--- config.mk ---
export PLATFORM = sky130hd
export DESIGN_NAME = phase_differentiator
export DESIGN_NICKNAME = d
export VERILOG_FILES = /design/src/rtl/phase_pkg.sv /design/src/rtl/phase_differentiator_sat_accumulator.sv /design/src/rtl/phase_differentiator.sv
export SDC_FILE = /design/constraint.sdc
export NUM_CORES = 1
export LEC_CHECK = 0
export ABC_AREA = 0
export CAP_MARGIN = 20
export CELL_PAD_IN_SITES_DETAIL_PLACEMENT = 0
export CELL_PAD_IN_SITES_GLOBAL_PLACEMENT = 2
export CORE_ASPECT_RATIO = 1.25
export CORE_MARGIN = 3
export CORE_UTILIZATION = 33
export DETAILED_ROUTE_END_ITERATION = 10
export GPL_TIMING_DRIVEN = 0
export PLACE_DENSITY = 0.8
export SETUP_SLACK_MARGIN = 0.15
export SYNTH_ARGS = -nofsm -noshare
export SYNTH_HDL_FRONTEND = slang
export SYNTH_HIERARCHICAL = 1
export SYNTH_SLANG_ARGS = --single-unit
--- constraint.sdc ---
create_clock -name clk_i -period 4.8 [get_ports clk_i]
set_input_delay 0.96 -clock clk_i [delete_from_list [all_inputs] [get_ports clk_i]]
set_output_delay 0.96 -clock clk_i [all_outputs]
set_load 0.02 [all_outputs]
--- src/rtl/phase_pkg.sv ---
// Shared types and constants for the phase differentiator slice.
package phase_pkg;

    typedef enum logic {
        EMPTY = 1'b0,
        RUN   = 1'b1
    } state_e;

    localparam int WIDTH_DEF       = 14;
    localparam int ACC_WIDTH_DEF   = 24;
    localparam int DECIM_WIDTH_DEF = 16;

    localparam logic signed [ACC_WIDTH_DEF-1:0] ACC_MAX = {1'b0, {(ACC_WIDTH_DEF-1){1'b1}}};
    localparam logic signed [ACC_WIDTH_DEF-1:0] ACC_MIN = {1'b1, {(ACC_WIDTH_DEF-1){1'b0}}};

endpackage

--- src/rtl/phase_differentiator_sat_accumulator.sv ---
// Combinational signed add of a narrow delta into a wide accumulator, clamped to the
// accumulator's signed range, with an overflow flag.
module sat_accumulator #(
    parameter int WIDTH     = 14,
    parameter int ACC_WIDTH = 24
) (
    input  logic signed [ACC_WIDTH-1:0] acc_i,
    input  logic signed [WIDTH-1:0]     delta_i,
    output logic signed [ACC_WIDTH-1:0] sum_o,
    output logic                        ovf_o
);

    localparam logic signed [ACC_WIDTH-1:0] LIM_MAX = {1'b0, {(ACC_WIDTH-1){1'b1}}};
    localparam logic signed [ACC_WIDTH-1:0] LIM_MIN = {1'b1, {(ACC_WIDTH-1){1'b0}}};

    logic [ACC_WIDTH:0] wide;

    // One guard bit: overflow iff the two top bits disagree.
    assign wide = {acc_i[ACC_WIDTH-1], acc_i}
                + {{(ACC_WIDTH+1-WIDTH){delta_i[WIDTH-1]}}, delta_i};

    always_comb begin
        sum_o = wide[ACC_WIDTH-1:0];
        ovf_o = 1'b0;
        if (wide[ACC_WIDTH] != wide[ACC_WIDTH-1]) begin
            ovf_o = 1'b1;
            sum_o = wide[ACC_WIDTH] ? LIM_MIN : LIM_MAX;
        end
    end

endmodule

--- src/rtl/phase_differentiator.sv ---
// Recovers modulo-one-turn phase increments from a wrapped phase stream and
// integrates them over a programmable window into a decimated frequency estimate.
module phase_differentiator
    import phase_pkg::*;
#(
    parameter int WIDTH       = WIDTH_DEF,
    parameter int ACC_WIDTH   = ACC_WIDTH_DEF,
    parameter int DECIM_WIDTH = DECIM_WIDTH_DEF
) (
    input  logic                          clk_i,
    input  logic                          rst_ni,
    input  logic signed [WIDTH-1:0]       data_i,
    input  logic                          valid_i,
    input  logic        [DECIM_WIDTH-1:0] decim_i,
    input  logic                          clear_i,
    output logic signed [WIDTH-1:0]       delta_o,
    output logic                          delta_valid_o,
    output logic signed [ACC_WIDTH-1:0]   freq_o,
    output logic                          freq_valid_o,
    output logic                          sat_o
);

    state_e                        state_q, state_d;
    logic signed [WIDTH-1:0]       prev_q, prev_d;
    logic signed [WIDTH-1:0]       delta_q, delta_d;
    logic signed [ACC_WIDTH-1:0]   acc_q, acc_d;
    logic signed [ACC_WIDTH-1:0]   freq_q, freq_d;
    logic        [DECIM_WIDTH-1:0] count_q, count_d;
    logic        [DECIM_WIDTH-1:0] win_q, win_d;
    logic                          dvld_q, dvld_d;
    logic                          fvld_q, fvld_d;
    logic                          sat_q, sat_d;

    logic signed [WIDTH-1:0]       diff;
    logic signed [ACC_WIDTH-1:0]   sum;
    logic                          ovf;
    logic        [DECIM_WIDTH-1:0] win_eff;
    logic                          last;

    assign diff = data_i - prev_q;

    // A new window samples decim_i on its first delta; later deltas use the latched length.
    assign win_eff = (count_q != '0)  ? win_q
                   : (decim_i == '0)  ? DECIM_WIDTH'(1) : decim_i;
    assign last    = (count_q == win_eff - DECIM_WIDTH'(1));

    sat_accumulator #(
        .WIDTH     (WIDTH),
        .ACC_WIDTH (ACC_WIDTH)
    ) u_sat_acc (
        .acc_i   (acc_q),
        .delta_i (diff),
        .sum_o   (sum),
        .ovf_o   (ovf)
    );

    always_ff @(posedge clk_i or negedge rst_ni) begin
        if (!rst_ni) state_q <= EMPTY;
        else         state_q <= state_d;
    end

    always_comb begin
        state_d = state_q;
        if (clear_i) begin
            state_d = EMPTY;
        end else if (valid_i) begin
            case (state_q)
                EMPTY:   state_d = RUN;
                RUN:     state_d = RUN;
                default: state_d = EMPTY;
            endcase
        end
    end

    always_comb begin
        delta_o       = delta_q;
        delta_valid_o = dvld_q;
        freq_o        = freq_q;
        freq_valid_o  = fvld_q;
        sat_o         = sat_q;
    end

    always_comb begin
        prev_d  = prev_q;
        delta_d = delta_q;
        acc_d   = acc_q;
        freq_d  = freq_q;
        count_d = count_q;
        win_d   = win_q;
        sat_d   = sat_q;
        dvld_d  = 1'b0;
        fvld_d  = 1'b0;
        if (clear_i) begin
            acc_d   = '0;
            count_d = '0;
            sat_d   = 1'b0;
        end else if (valid_i) begin
            prev_d = data_i;
            if (state_q == RUN) begin
                delta_d = diff;
                dvld_d  = 1'b1;
                win_d   = win_eff;
                sat_d   = sat_q | ovf;
                if (last) begin
                    freq_d  = sum;
                    fvld_d  = 1'b1;
                    acc_d   = '0;
                    count_d = '0;
                end else begin
                    acc_d   = sum;
                    count_d = count_q + DECIM_WIDTH'(1);
                end
            end
        end
    end

    always_ff @(posedge clk_i or negedge rst_ni) begin
        if (!rst_ni) begin
            prev_q  <= '0;
            delta_q <= '0;
            acc_q   <= '0;
            freq_q  <= '0;
            count_q <= '0;
            win_q   <= '0;
            dvld_q  <= 1'b0;
            fvld_q  <= 1'b0;
            sat_q   <= 1'b0;
        end else begin
            prev_q  <= prev_d;
            delta_q <= delta_d;
            acc_q   <= acc_d;
            freq_q  <= freq_d;
            count_q <= count_d;
            win_q   <= win_d;
            dvld_q  <= dvld_d;
            fvld_q  <= fvld_d;
            sat_q   <= sat_d;
        end
    end

endmodule

---- Yosys cells after proc, flatten, opt, wreduce, memory -nomap -nowiden ----
Cells that the tools add are included.
cells by class
  $add $sub $neg .......................... 4
  equal/unequal tests ..................... 2
  mux-type cells .......................... 25
  bitwise logic cells ..................... 2
  reduce and logical (&&, ||, !) cells .... 8
operators by type and width
  operator                 number
  $mux W24                 6
  $mux W16                 6
  $add A24 B14 Y25         1
  $add A16 B1 Y16 const B  1
  $eq A16 B16 Y1           1
  $logic_not A16 Y1        1
  $reduce_bool A16 Y1      1
  $sub A16 B1 Y16 const B  1
  $sub A14 B14 Y14         1
  $mux W1                  13
  $reduce_and A2 Y1        2
  $reduce_and A4 Y1        1
  $reduce_bool A2 Y1       2
  $reduce_and A3 Y1        1
  $ne A1 B1 Y1             1
  $not A1 Y1               1
  $or A1 B1 Y1             1
storage, ports and cells
  bits in registers ....................... 112
  input port bits ......................... 34
  output and inout port bits .............. 41
  word-level logic and storage cells ...... 51

---- Depth between registers and ports, before layout ----
  depth after elaboration ................. 9
  depth in mapped cells ................... 22
  depth with buffers taken out ............ 21

---- By module ----
The synthesis kept the hierarchy.
modules (own cells, without submodules)
  module                times used  cells an instance  area an instance (sq um)  sequential area each (sq um)
  phase_differentiator  1           604                6,307.3                   2,802.7
  sat_accumulator       1           249                1,696.6                   0.0

---- Least setup slack after synthesis ----
No wires, ideal clock.
  path kind ............................... input-to-reg
  start point ............................. input port data_i[1]
  end point ............................... register freq_q[9], in the netlist freq_o[9]
  setup time .............................. 0.125 ns
  arrival ................................. 5.114 ns
  required time ........................... 4.675 ns
  path slack .............................. -0.439 ns
  cell stages on the path ................. 19
  path buffers ............................ 1
  path through ............................ ha_1 > nor2b_1 > o21a_1 > o21ai_0 > a21oi_1 > a211oi_1 > a211o_1 > o21ai_0 > xnor2_1 > ha_1 > buf_2 > nand2_1 > or3_1 > o31a_1 > o41ai_4 > nor2_1 > nor2_1 > a22oi_1 > mux2_4
on the way
  cells in the longest elaborated chain, start to end .. 4
  elaborated cells between the ends (all ways) .. 5
  those cells by class .................... add/sub: 2; eq/ne: 1; mux: 2
RTL lines
  what                                      RTL line                                                                                text
  from (decl)                               phase_differentiator.sv:12                                                              input logic signed [WIDTH-1:0] data_i,
  $sub A14 B14 Y14 (*)                      phase_differentiator.sv:40                                                              assign diff = data_i - prev_q;
  net diff[13]                              phase_differentiator.sv:34                                                              logic signed [WIDTH-1:0] diff;
  $add A24 B14 Y25 (*)                      phase_differentiator_sat_accumulator.sv:20                                              + {{(ACC_WIDTH+1-WIDTH){delta_i[WIDTH-1]}}, delta_i};
  $mux W24 or $ne A1 B1 Y1 (tied branches)  phase_differentiator_sat_accumulator.sv:27, phase_differentiator_sat_accumulator.sv:25
  $mux W24 (*)                              phase_differentiator_sat_accumulator.sv:25                                              if (wide[ACC_WIDTH] != wide[ACC_WIDTH-1]) begin
  net sum[9]                                phase_differentiator.sv:35                                                              logic signed [ACC_WIDTH-1:0] sum;
  to (signal assigned)                      phase_differentiator.sv:132                                                             freq_q <= freq_d;
  to (decl)                                 phase_differentiator.sv:27                                                              logic signed [ACC_WIDTH-1:0] freq_q, freq_d;
Mark *: on every way through the listed nets, which the timed path passes. The rest lies on a longest branch.
A chain may end at the register's enable or synchronous reset.

---- Worst setup path in the final report ----
  start point ............................. input port data_i[2]
  end point ............................... register freq_q[21], in the netlist freq_o[21]
Same word-level chain as after synthesis.

==> results.py <==
metrics = {
    "die": {
        "fp-row-count": 63,
        "die_w_um": 145,
        "pin_count": 75,
        "die-area_mm2": 0.0262,
        "core_area_mm2": 0.0238,
        "die_h_um": 180,
        "start_util_pct": 33.6,
    },
    "clock_tree": {
        "path_clk_slew_ps": 90,
        "cts_tree": "done",
        "numCtsBuffers": 9,
        "cts_htree_levels": 3,
        "clkSinkCount": 112,
        "ctsRootBufferMaster": "clkbuf_16",
        "clock_latency_ps": 370,
        "clk_path_buf_depth": 2,
    },
    "drt": {
        "drt-total-wl_um": 24100,
        "wl_per_cell_um": 18.4,
        "avgViaCountPerCell": 5.30,
        "drt_iter0_drc": 369,
        "ant_nets": 0,
        "first_pass_iters": 5,
        "drc": 0,
        "vias": 6946,
    },
    "setup_path": {
        "critical_path_required_ps": 5110,
        "arrival_ps": 5110,
        "worst_setup_path_end_kind": "flop",
        "path_class": "in2reg",
        "r2r-start": "prev_q[1]",
        "reg2reg_depth": 23,
        "cp-start-kind": "input port",
        "cp_max_fo": 8,
        "crit_start": "data_i[2]",
    },
    "timing": {
        "slew_violations": 0,
        "fmax_ghz": 0.208,
        "rsz0062_at_grt": "true",
        "period_minus_slack_ps": 4810,
        "finalClockSkew_ps": 17.5,
        "worst_pin_slew_ps": 735,
        "relSlewSlack_pct": 50.6,
        "fin_ws_ps": -5.95,
        "hold_violations": 0,
        "final.period_utilization_pct": 100,
        "setup_violations": 1,
    },
    "place": {
        "gp_congestion": 0.827,
        "io_buffers": 74,
        "post-place-ws_ps": -1500,
        "dp.cells": 1253,
        "post-dp-hpwl_um": 17600,
    },
    "grt": {
        "grt_usage_pct": 18.3,
        "grt_pass1_wl_um": 39200,
        "grt_max_degree": 71,
        "globalRouteOverflowTotal": 0,
        "grt_pass1_vias": 7220,
        "antenna_found_initial": 0,
    },
    "hold_path": {
        "hold_path_depth": 2,
        "hp-class": "reg2reg",
        "min_from": "delta_o[11]",
    },
    "pwr": {
        "power_frac_seq_pct": 24.4,
        "p_int_mw": 2.80,
        "switching_power_mw": 2.13,
        "leakage_nw": 4.59,
        "p_clk_share_pct": 16.4,
        "p_per_area_mw_per_mm2": 455,
        "power_frac_comb_pct": 59.2,
        "max-vdd-ir-drop_mv": 0.232,
        "sw_frac_of_total_pct": 43.2,
    },
    "yosys": {
        "yosysWarnings": 6,
        "ys_seq_area_share_pct": 35.0,
        "syn_nets": 929,
        "ys_types": 80,
        "ys.flop_type": "dfrtp_1",
        "synth-seq-cells": 112,
        "postSynthAreaPerCell_um2": 9.38,
        "synth_edf_count": 0,
        "syn_inst": 853,
        "async_flop_share_pct": 100,
        "synth_area_mm2": 0.00800,
    },
    "layout": {
        "drive_gt1_share_pct": 28.1,
        "final_nets": 1057,
        "area_delta_synth_final_pct": 35.5,
        "n_antenna_cell": 0,
        "num-fill-cells": 2344,
        "instances_no_fill": 1311,
    },
    "job": {
        "drv_cap": 0,
    },
    "status": {
        "status": "finished, violations left",
        "violations": "setup timing",
    },
}
area by class of cell:
class	instances	area (µm²)	area share (%)
multi-input cells	663	5680	52.3
flip-flops and latches	112	2800	25.8
clock buffers	9	225	2.08
plain buffers	38	294	2.71
inverters	40	153	1.41
well taps	325	407	3.75
repair buffers	117	1200	11.1
clock inverters	7	86.3	0.796
power groups by stage:
| stage | combinational [mW] | clock (mW) | sequential [mW] |
|---|---|---|---|
| after floorplan | 1.44 | 0 | 1.25 |
| after global placement | 2.07 | 0 | 1.22 |
| after detailed placement | 2.07 | 0 | 1.21 |
| after CTS | 2.75 | 0.831 | 1.21 |
| after global routing | 3.16 | 0.868 | 1.23 |
| final | 2.92 | 0.807 | 1.21 |
routing by layer:
metal	wire [µm]	GRT usage (%)	share of wire, %
met1	10500	22.9	44
met2	12300	32.6	51
met3	693	2.14	2.9
met4	605	6.27	2.5
met5	0	0	0
state kept, by name (all words and copies together), names as in the netlist:
register and count:
delta_valid_o 1, acc_q 24, state_q 1, count_q 16, prev_q 14, freq_valid_o 1
freq_o 24, delta_o 14, win_q 16, sat_o 1
timing repair:
action	in CTS	in global routing
pin swaps	50	25
hold endpoints to repair	0	0
gates resized for setup	165	43
cloned	1	0
setup endpoints to repair	66	65
hold buffers	0	0
setup buffers	37	4
stage by stage:
stage	setup TNS, ps	hold slack, ps	instance area (µm²)	power [mW]	util, %
final	-5.95	489	10800	4.93	45.6
after global routing	-6000	524	10800	5.25	45.6
after CTS	-1710	492	10600	4.79	44.7
after detailed placement	-78550	471	9290	3.28	39.0
after global placement	-296800	467	9260	3.29	38.9
after floorplan	-176	477	8110	2.68	-
cells in the mapped netlist (9+ instances only):
| cell | instances | share of area, % |
|---|---|---|
| and3_1 | 9 | 0.70 |
| mux2_2 | 30 | 4.2 |
| ha_1 | 40 | 6.3 |
| mux2_4 | 21 | 3.9 |
| buf_2 | 10 | 0.63 |
| nand2_1 | 87 | 4.1 |
| a21oi_1 | 50 | 3.1 |
| a31oi_1 | 10 | 0.78 |
| o21a_1 | 11 | 1.0 |
| nor3_1 | 27 | 1.7 |
| xor2_1 | 19 | 2.1 |
| or3_1 | 13 | 1.0 |
| nand3_1 | 26 | 1.6 |
| a22o_1 | 25 | 2.7 |
| o21ai_0 | 56 | 3.5 |
| mux2i_1 | 13 | 1.6 |
| xnor2_1 | 27 | 3.0 |
| nor2_1 | 41 | 1.9 |
| inv_1 | 39 | 1.8 |
| clkbuf_1 | 18 | 0.84 |
| o211ai_1 | 11 | 1.0 |
| dfrtp_1 | 112 | 35 |
| nor2b_1 | 11 | 0.86 |
logic make-up after synthesis:
family                     Yosys count  synth area share [%]
and+or+nand+nor                    265                  17.5
xor gates and xnor gates            46                  5.03
adders and majority gates           42                  6.75
muxes                               64                  9.79
buffers and inverters               78                  4.56
DFF                                112                  35.0
AOI/OAI and AO/OA                  246                  21.4
path summary, 6_finish.rpt:
path,endpoint,slack (ps)
worst max-delay path,freq_o[21],-6
worst min-delay path,delta_o[11],490
worst max register to register,freq_o[21],180
worst min register to register,delta_o[11],490
max in group asynchronous,win_q[8],3600
min in group asynchronous,freq_valid_o,500
critical path, cell delays in order:
cell,delay [ps]
clkdlybuf4s15_2,210
ha_4,210
buf_4,130
nor2b_1,120
o21a_1,200
o21ai_2,180
a21oi_2,90
o2111ai_2,200
a31oi_2,150
xor2_2,230
ha_1,310
buf_6,110
nand2_2,50
or3_4,320
o31a_1,380
o41a_4,470
nor2_4,290
a21oi_4,100
buf_12,160
nand2_4,80
mux2_4,130
cells in the final DEF (no fill, tap or decap), types with 6 or more instances in the layout:
master,n
ha_4,16
nand2_2,7
clkdlybuf4s50_1,55
o211ai_1,11
buf_12,8
dlygate4sd2_1,12
o21ai_2,6
and3_1,8
mux2i_1,13
inv_1,38
dfrtp_1,112
a21o_1,7
buf_4,30
clkbuf_16,9
nor2_4,15
buf_6,20
a22o_1,25
nand2_4,9
clkbuf_1,13
or3_1,12
o21a_1,11
xor2_1,17
nand3_1,25
xnor2_1,24
buf_2,6
nor3_1,23
o21ai_0,47
a31oi_1,8
a211o_1,7
mux2_4,25
nand2_1,72
a21oi_1,33
mux2_2,26
nor2_1,26
a21oi_2,15
nor2b_1,11
ha_1,21
nand4_1,6
Note: power is estimated with default switching activity, not from simulation.
==> RTL edit 1: new RTL, config.mk and constraints unchanged <==
`DECIM_WIDTH_DEF`: 16 -> 32.
--- a/src/rtl/phase_pkg.sv
+++ b/src/rtl/phase_pkg.sv
@@ -9,5 +9,5 @@
     localparam int WIDTH_DEF       = 14;
     localparam int ACC_WIDTH_DEF   = 24;
-    localparam int DECIM_WIDTH_DEF = 16;
+    localparam int DECIM_WIDTH_DEF = 32;
 
     localparam logic signed [ACC_WIDTH_DEF-1:0] ACC_MAX = {1'b0, {(ACC_WIDTH_DEF-1){1'b1}}};
Interface: changed (resized decim_i); port bits go from 75 to 91. No check against the original RTL was run, so the function may have changed too.
==> RTL edit 1 against the unedited design <==
The run still ends with negative setup slack left; routed wire length increased by 63%; setup slack got worse by 0.62 ns; first-iteration DRC count increased by 85%; final area increased by 36%; largest cell class unchanged; highest routed layer unchanged; area after synthesis increased by 36%; sequential cell count increased by 32; power increased by 16%; global-route usage increased by 3.6 points.
==> RTL edit 1: results (changes against the unedited design) <==
Critical path
  – Crit-path leading delay family: simple AND/OR/NAND/NOR gates
  – Slowest stage cell on the critical path: or4_4
  – Data arrival time at the worst-slack endpoint: 5.76 ns (+0.65 ns)
  – FF-to-FF path depth: 17 (-26%)
  – Reg2reg end: freq_o[4]
  – Slowest cell delay on critical path: 0.56 ns (+0.09 ns)

Pwr
  – Peak VDD IR: 0.227 mV (-2.3%)
  – Switching portion of total power: 40.4% (-2.8 points)
  – Register share of total power: 27.5% (+3.1 points)
  – Combinational share of power: 48.1% (-11 points)
  – Total leakage power: 0.00641 uW (+40%)

Timing
  – Minimum hold slack: 0.485 ns (-0.00392 ns)
  – Max-slew headroom: 30.2% (-20 points)
  – Clock tree skew after final layout: 0.0119 ns (-0.00567 ns)
  – Final count of negative-setup-slack endpoints: 81 (+80)
  – Setup slack of the critical path after layout: -0.630 ns (-0.624 ns)
  – Setup total negative slack: -40.15 ns (-40.15 ns)

Place
  – Post-Place Cells: 1,749 (+40%)
  – Cell area reported after detailed placement: 12,500 sq um (+34%)
  – Pre-CTS setup slack: -2.07 ns (-0.566 ns)
  – Final Wtd Congestion: 0.942 (+14%)
  – Post-DP HPWL: 28,100 um (+60%)
  – Buffers added on ports: 90 (+22%)

Synth
  – Synthesized netlist net count: 1,337 (+44%)
  – Cell types occupying the most area after synthesis: dfrtp_1 (33%), mux2_2 (4.6%), ha_1 (4.6%), o21ai_0 (4.4%), nand2_1 (4.4%)
  – Fraction of synthesized area in multiplexers: 9.23% (-0.56 points)
  – Fraction of the mapped netlist area in adder cells: 4.95% (-1.8 points)
  – Mapped Avg Cell Area: 8.76 sq um (-6.6%)
  – Share of the synthesized netlist area taken by xor and xnor gates: 5.62% (+0.59 points)
  – Sequential cell area fraction in the yosys report: 33.0% (-2.0 points)
  – Top cells by instance count after synthesis: dfrtp_1 (144), nand2_1 (128), o21ai_0 (97)

GRT
  – Total GRT Usage: 21.9% (+3.6 points)
  – Number of global-route vias before repair: 10,612 (+47%)
  – Wire length of the first global-routing pass: 60,800 um (+55%)
  – Maximum number of pins on one net before global-route repair: 84 (+18%)

Clocking
  – CTS H-tree depth: 4 (+1)
  – Number of buffers created by CTS: 17 (+8)

Run status
  – Status: finished, violations left
  – Violations in the final reports: negative setup slack

Min path
  – Hold-critical path endpoint: delta_o[0]
  – Critical hold path startpoint: delta_o[0]

Final layout
  – Final instance area: 14,700 sq um (+36%)
  – Filler instances: 3,207 (+37%)
  – Proportion of layout cells with a drive suffix above 1: 24.6% (-3.5 points)

Detailed routing
  – Vias/cell: 5.70 (+7.6%)
  – Routed length per instance: 21.2 um (+15%)
==> RTL edit 1: cell count changes after synthesis, sizes merged, moves of 22 or more <==
cell    change
and3       +22
clkbuf     +43
dfrtp      +32
nand2      +41
nor2       +28
o21ai      +40
==> RTL edit 1: cell type report <==
cell class                      instances  share of cell area [%]
Multi-Input combinational cell        985                    51.7
Sequential cell                       144                    24.5
Timing Repair Buffer                  168                    11.4
Buffer                                 81                    3.86
Tap cell                              412                    3.50
Clock buffer                           20                    3.10
Clock inverter                         12                   0.995
Inverter                               35                   0.910
==> RTL edit 1: timing repair <==
item	4_1_cts	5_1_grt
endpoints found under the hold margin	0	0
cloned	8	1
pin swaps	51	39
gates resized for setup	203	98
setup buffers	45	22
endpoints found under the setup margin	82	81
==> RTL edit 1: kinds of logic after synthesis <==
| group | after synthesis |
|---|---|
| XOR/XNOR | 70 |
| AND/OR/NAND/NOR | 471 |
| adder cells (fa/ha/maj) | 42 |
| multiplexers | 85 |
| flip-flops | 144 |
| buffers and inverters | 116 |
| AO/OA/AOI/OAI | 317 |
==> RTL edit 1: metal layers <==
layer / vias up / wire, um / track usage [%]
met1: 5225 / 15900 / 25.9
met4: 0 / 1600 / 9.17
met2: 280 / 20400 / 39.6
li1: 5013 / - / -
met3: 70 / 1400 / 2.81
met5: - / 0 / 0
==> RTL edit 1: worst max path at each step <==
stage / start / endpoint / slack, ns
2_1_floorplan: decim_i[26] / freq_o[10] / -0.68
3_3_place_gp: rst_ni / delta_o[10] / -3.65
3_5_place_dp: data_i[1] / freq_o[21] / -2.07
4_1_cts: decim_i[18] / freq_o[10] / -0.63
5_1_grt: decim_i[18] / freq_o[19] / -0.78
6_report: decim_i[26] / freq_o[4] / -0.63
==> RTL edit 2: new RTL, config.mk and constraints unchanged <==
Made on the original files. Put a register stage on the output `freq_o`. The value now appears one clock later. The other outputs are not delayed to match.
--- a/src/rtl/phase_differentiator.sv
+++ b/src/rtl/phase_differentiator.sv
@@ -20,4 +20,6 @@
     output logic                          sat_o
 );
+
+    logic signed [ACC_WIDTH-1:0] freq_c;
 
     state_e                        state_q, state_d;
@@ -76,5 +78,5 @@
         delta_o       = delta_q;
         delta_valid_o = dvld_q;
-        freq_o        = freq_q;
+        freq_c        = freq_q;
         freq_valid_o  = fvld_q;
         sat_o         = sat_q;
@@ -139,4 +141,8 @@
     end
 
+    always_ff @(posedge clk_i) begin
+        freq_o <= freq_c;
+    end
+
 endmodule
 
Behaviour: not the same (a bounded check fails within 4 cycles, from zero or initial values and one cycle with rst_ni low).
==> RTL edit 2 against the unedited design <==
The flow still finishes with violations (negative setup slack); utilization rose by 2.0 points; non-clock buffer count is 11 higher; sequential cell count rose by 24; power rose by 21%; routed wire length grew 5.6%; setup slack lost 0.059 ns; final area increased by 8.7%; synthesized cell count grew 2.8%; sequential power rose by 17%; die area rose by 5.2%; area after synthesis is 5.4% higher; register-to-register slack got worse by 0.11 ns; critical path type unchanged; highest routed layer unchanged.
==> RTL edit 2: results (changes against the unedited design) <==
Synth
  – Cell types occupying the most area after synthesis: dfrtp_1 (33%), ha_1 (5.9%), dfxtp_1 (5.7%), mux2_2 (4.1%), nand2_1 (3.9%)
  – Asr flop ratio synth: 82.4% (-18 points)
  – Sequential cell area fraction in the yosys report: 38.9% (+3.9 points)
  – Synthesized netlist net count: 953 (+2.6%)
  – Count of cell types in the netlist: 79 (-1.3%)

Final layout
  – Nets@finish: 1,100 (+4.1%)
  – Proportion of layout cells with a drive suffix above 1: 29.3% (+1.2 points)

Clocking
  – Skew-Pair Late Insertion Delay: 0.42 ns (+0.05 ns)
  – Number of buffers created by CTS: 17 (+8)
  – Clk pin slew, worst setup/hold paths: 0.06 ns (-0.03 ns)
  – CTS H-tree depth: 4 (+1)

Place
  – Post-DP HPWL: 18,400 um (+5.0%)
  – Final Wtd Congestion: 0.869 (+5.1%)
  – Pre-CTS setup slack: -1.52 ns (-0.0173 ns)

GRT
  – Maximum number of pins on one net before global-route repair: 76 (+7.0%)
  – Number of global-route vias before repair: 7,438 (+3.0%)

Run status
  – Violations in the final reports: negative setup slack
  – Status: finished, violations left

Detailed routing
  – Routed length per instance: 18.6 um (+1.2%)
  – Vias/cell: 5.27 (-0.62%)
  – Iteration-0 DRC count of the detailed router: 357 (-3.3%)
  – First-pass detailed-route iteration total: 4 (-1)

Timing
  – Setup slack of the critical path after layout: -0.0654 ns (-0.0595 ns)
  – Max-slew headroom: 40.0% (-11 points)
  – Setup total negative slack: -0.944 ns (-0.938 ns)
  – Final count of negative-setup-slack endpoints: 30 (+29)
  – Clock tree skew after final layout: 0.0125 ns (-0.00499 ns)

Critical path
  – FF-to-FF path depth: 22 (-4.3%)
  – Max Fanout on Critical Path: 7 (-1)
  – Launching instance or port of the critical path: data_i[1]
  – Reg2reg end: freq_c[1]

Pwr
  – Peak VDD IR: 0.274 mV (+18%)
  – Internal Power: 3630 uW (+29%)
RTL edit 2: timing repair:
item | in CTS | in global routing
resized for setup | 154 | 97
pin swaps | 54 | 53
buffers inserted | 41 | 11
gates cloned | 1 | 0
endpoints found under the setup margin | 66 | 66
RTL edit 2: worst min path at each step:
stage                             to        from  slack, ns  depth (start not counted)
final                      freq_o[3]   freq_c[3]       0.36                          0
after global routing       freq_o[3]   freq_c[3]       0.37                          0
after CTS                 freq_o[19]  freq_c[19]       0.37                          0
after detailed placement  freq_o[19]  freq_c[19]       0.35                          0
after global placement     freq_o[0]   freq_c[0]       0.35                          0
after floorplan            freq_o[0]   freq_c[0]       0.34                          0
RTL edit 2: through the flow:
step                instances  util [%]  hold slack (ns)  instance area [sq um]
detailed placement       1282      39.2            0.353                   9730
floorplan                 877         -            0.344                   8540
global placement         1281      39.1            0.351                   9700
finish                   1367      47.5            0.364                  11800
global route             1367      47.5            0.374                  11800
CTS                      1356      45.8            0.366                  11400
RTL edit 2: critical path, cell delays in order:
cell and delay (ns):
buf_8 0.10, ha_4 0.24, nor2b_1 0.12, o21a_1 0.16, o21ai_2 0.07, a21oi_2 0.17
a211oi_2 0.10, a211o_1 0.35, o21ai_4 0.20, xnor2_4 0.10, buf_12 0.16, ha_4 0.26
buf_6 0.09, nand2_4 0.04, or3_4 0.36, o31a_1 0.34, buf_4 0.16, o41a_4 0.45
nor2_4 0.19, buf_12 0.15, o32ai_2 0.10, mux2_4 0.30
RTL edit 2: power by group through the flow:
stage,clock (uW),sequential [uW],combinational [uW]
3_3_place_gp,0,1420,2120
6_report,1400,1410,3170
5_1_grt,1480,1430,3420
2_1_floorplan,0,1450,1430
4_1_cts,1440,1410,2820
3_5_place_dp,0,1420,2130
RTL edit 2: final cells by class:
cell class | instances | area, sq um | share of cell area, %
plain buffers | 38 | 300 | 2.55
well taps | 330 | 413 | 3.50
multi-input cells | 663 | 5750 | 48.7
flip-flops and latches | 136 | 3280 | 27.8
inverters | 40 | 153 | 1.29
repair buffers | 128 | 1280 | 10.9
clock inverters | 8 | 144 | 1.22
clock buffers | 24 | 472 | 4.00
RTL edit 2: layer usage:
| layer | share of wire [%] | up-vias | GRT usage, % |
|---|---|---|---|
| met5 | 0 | - | 0 |
| met3 | 2.6 | 27 | 2.78 |
| met2 | 51 | 114 | 33.4 |
| met1 | 44 | 3525 | 23.3 |
| li1 | - | 3532 | - |
| met4 | 1.6 | 0 | 5.64 |
RTL edit 2: logic make-up after synthesis:
logic type | share of synthesized area (%)
AND/OR/NAND/NOR | 16.2
AO/OA/AOI/OAI | 20.3
flip-flops | 38.9
buffers and inverters | 4.21
multiplexers | 9.24
XOR/XNOR | 4.78
adder cells (fa/ha/maj) | 6.41
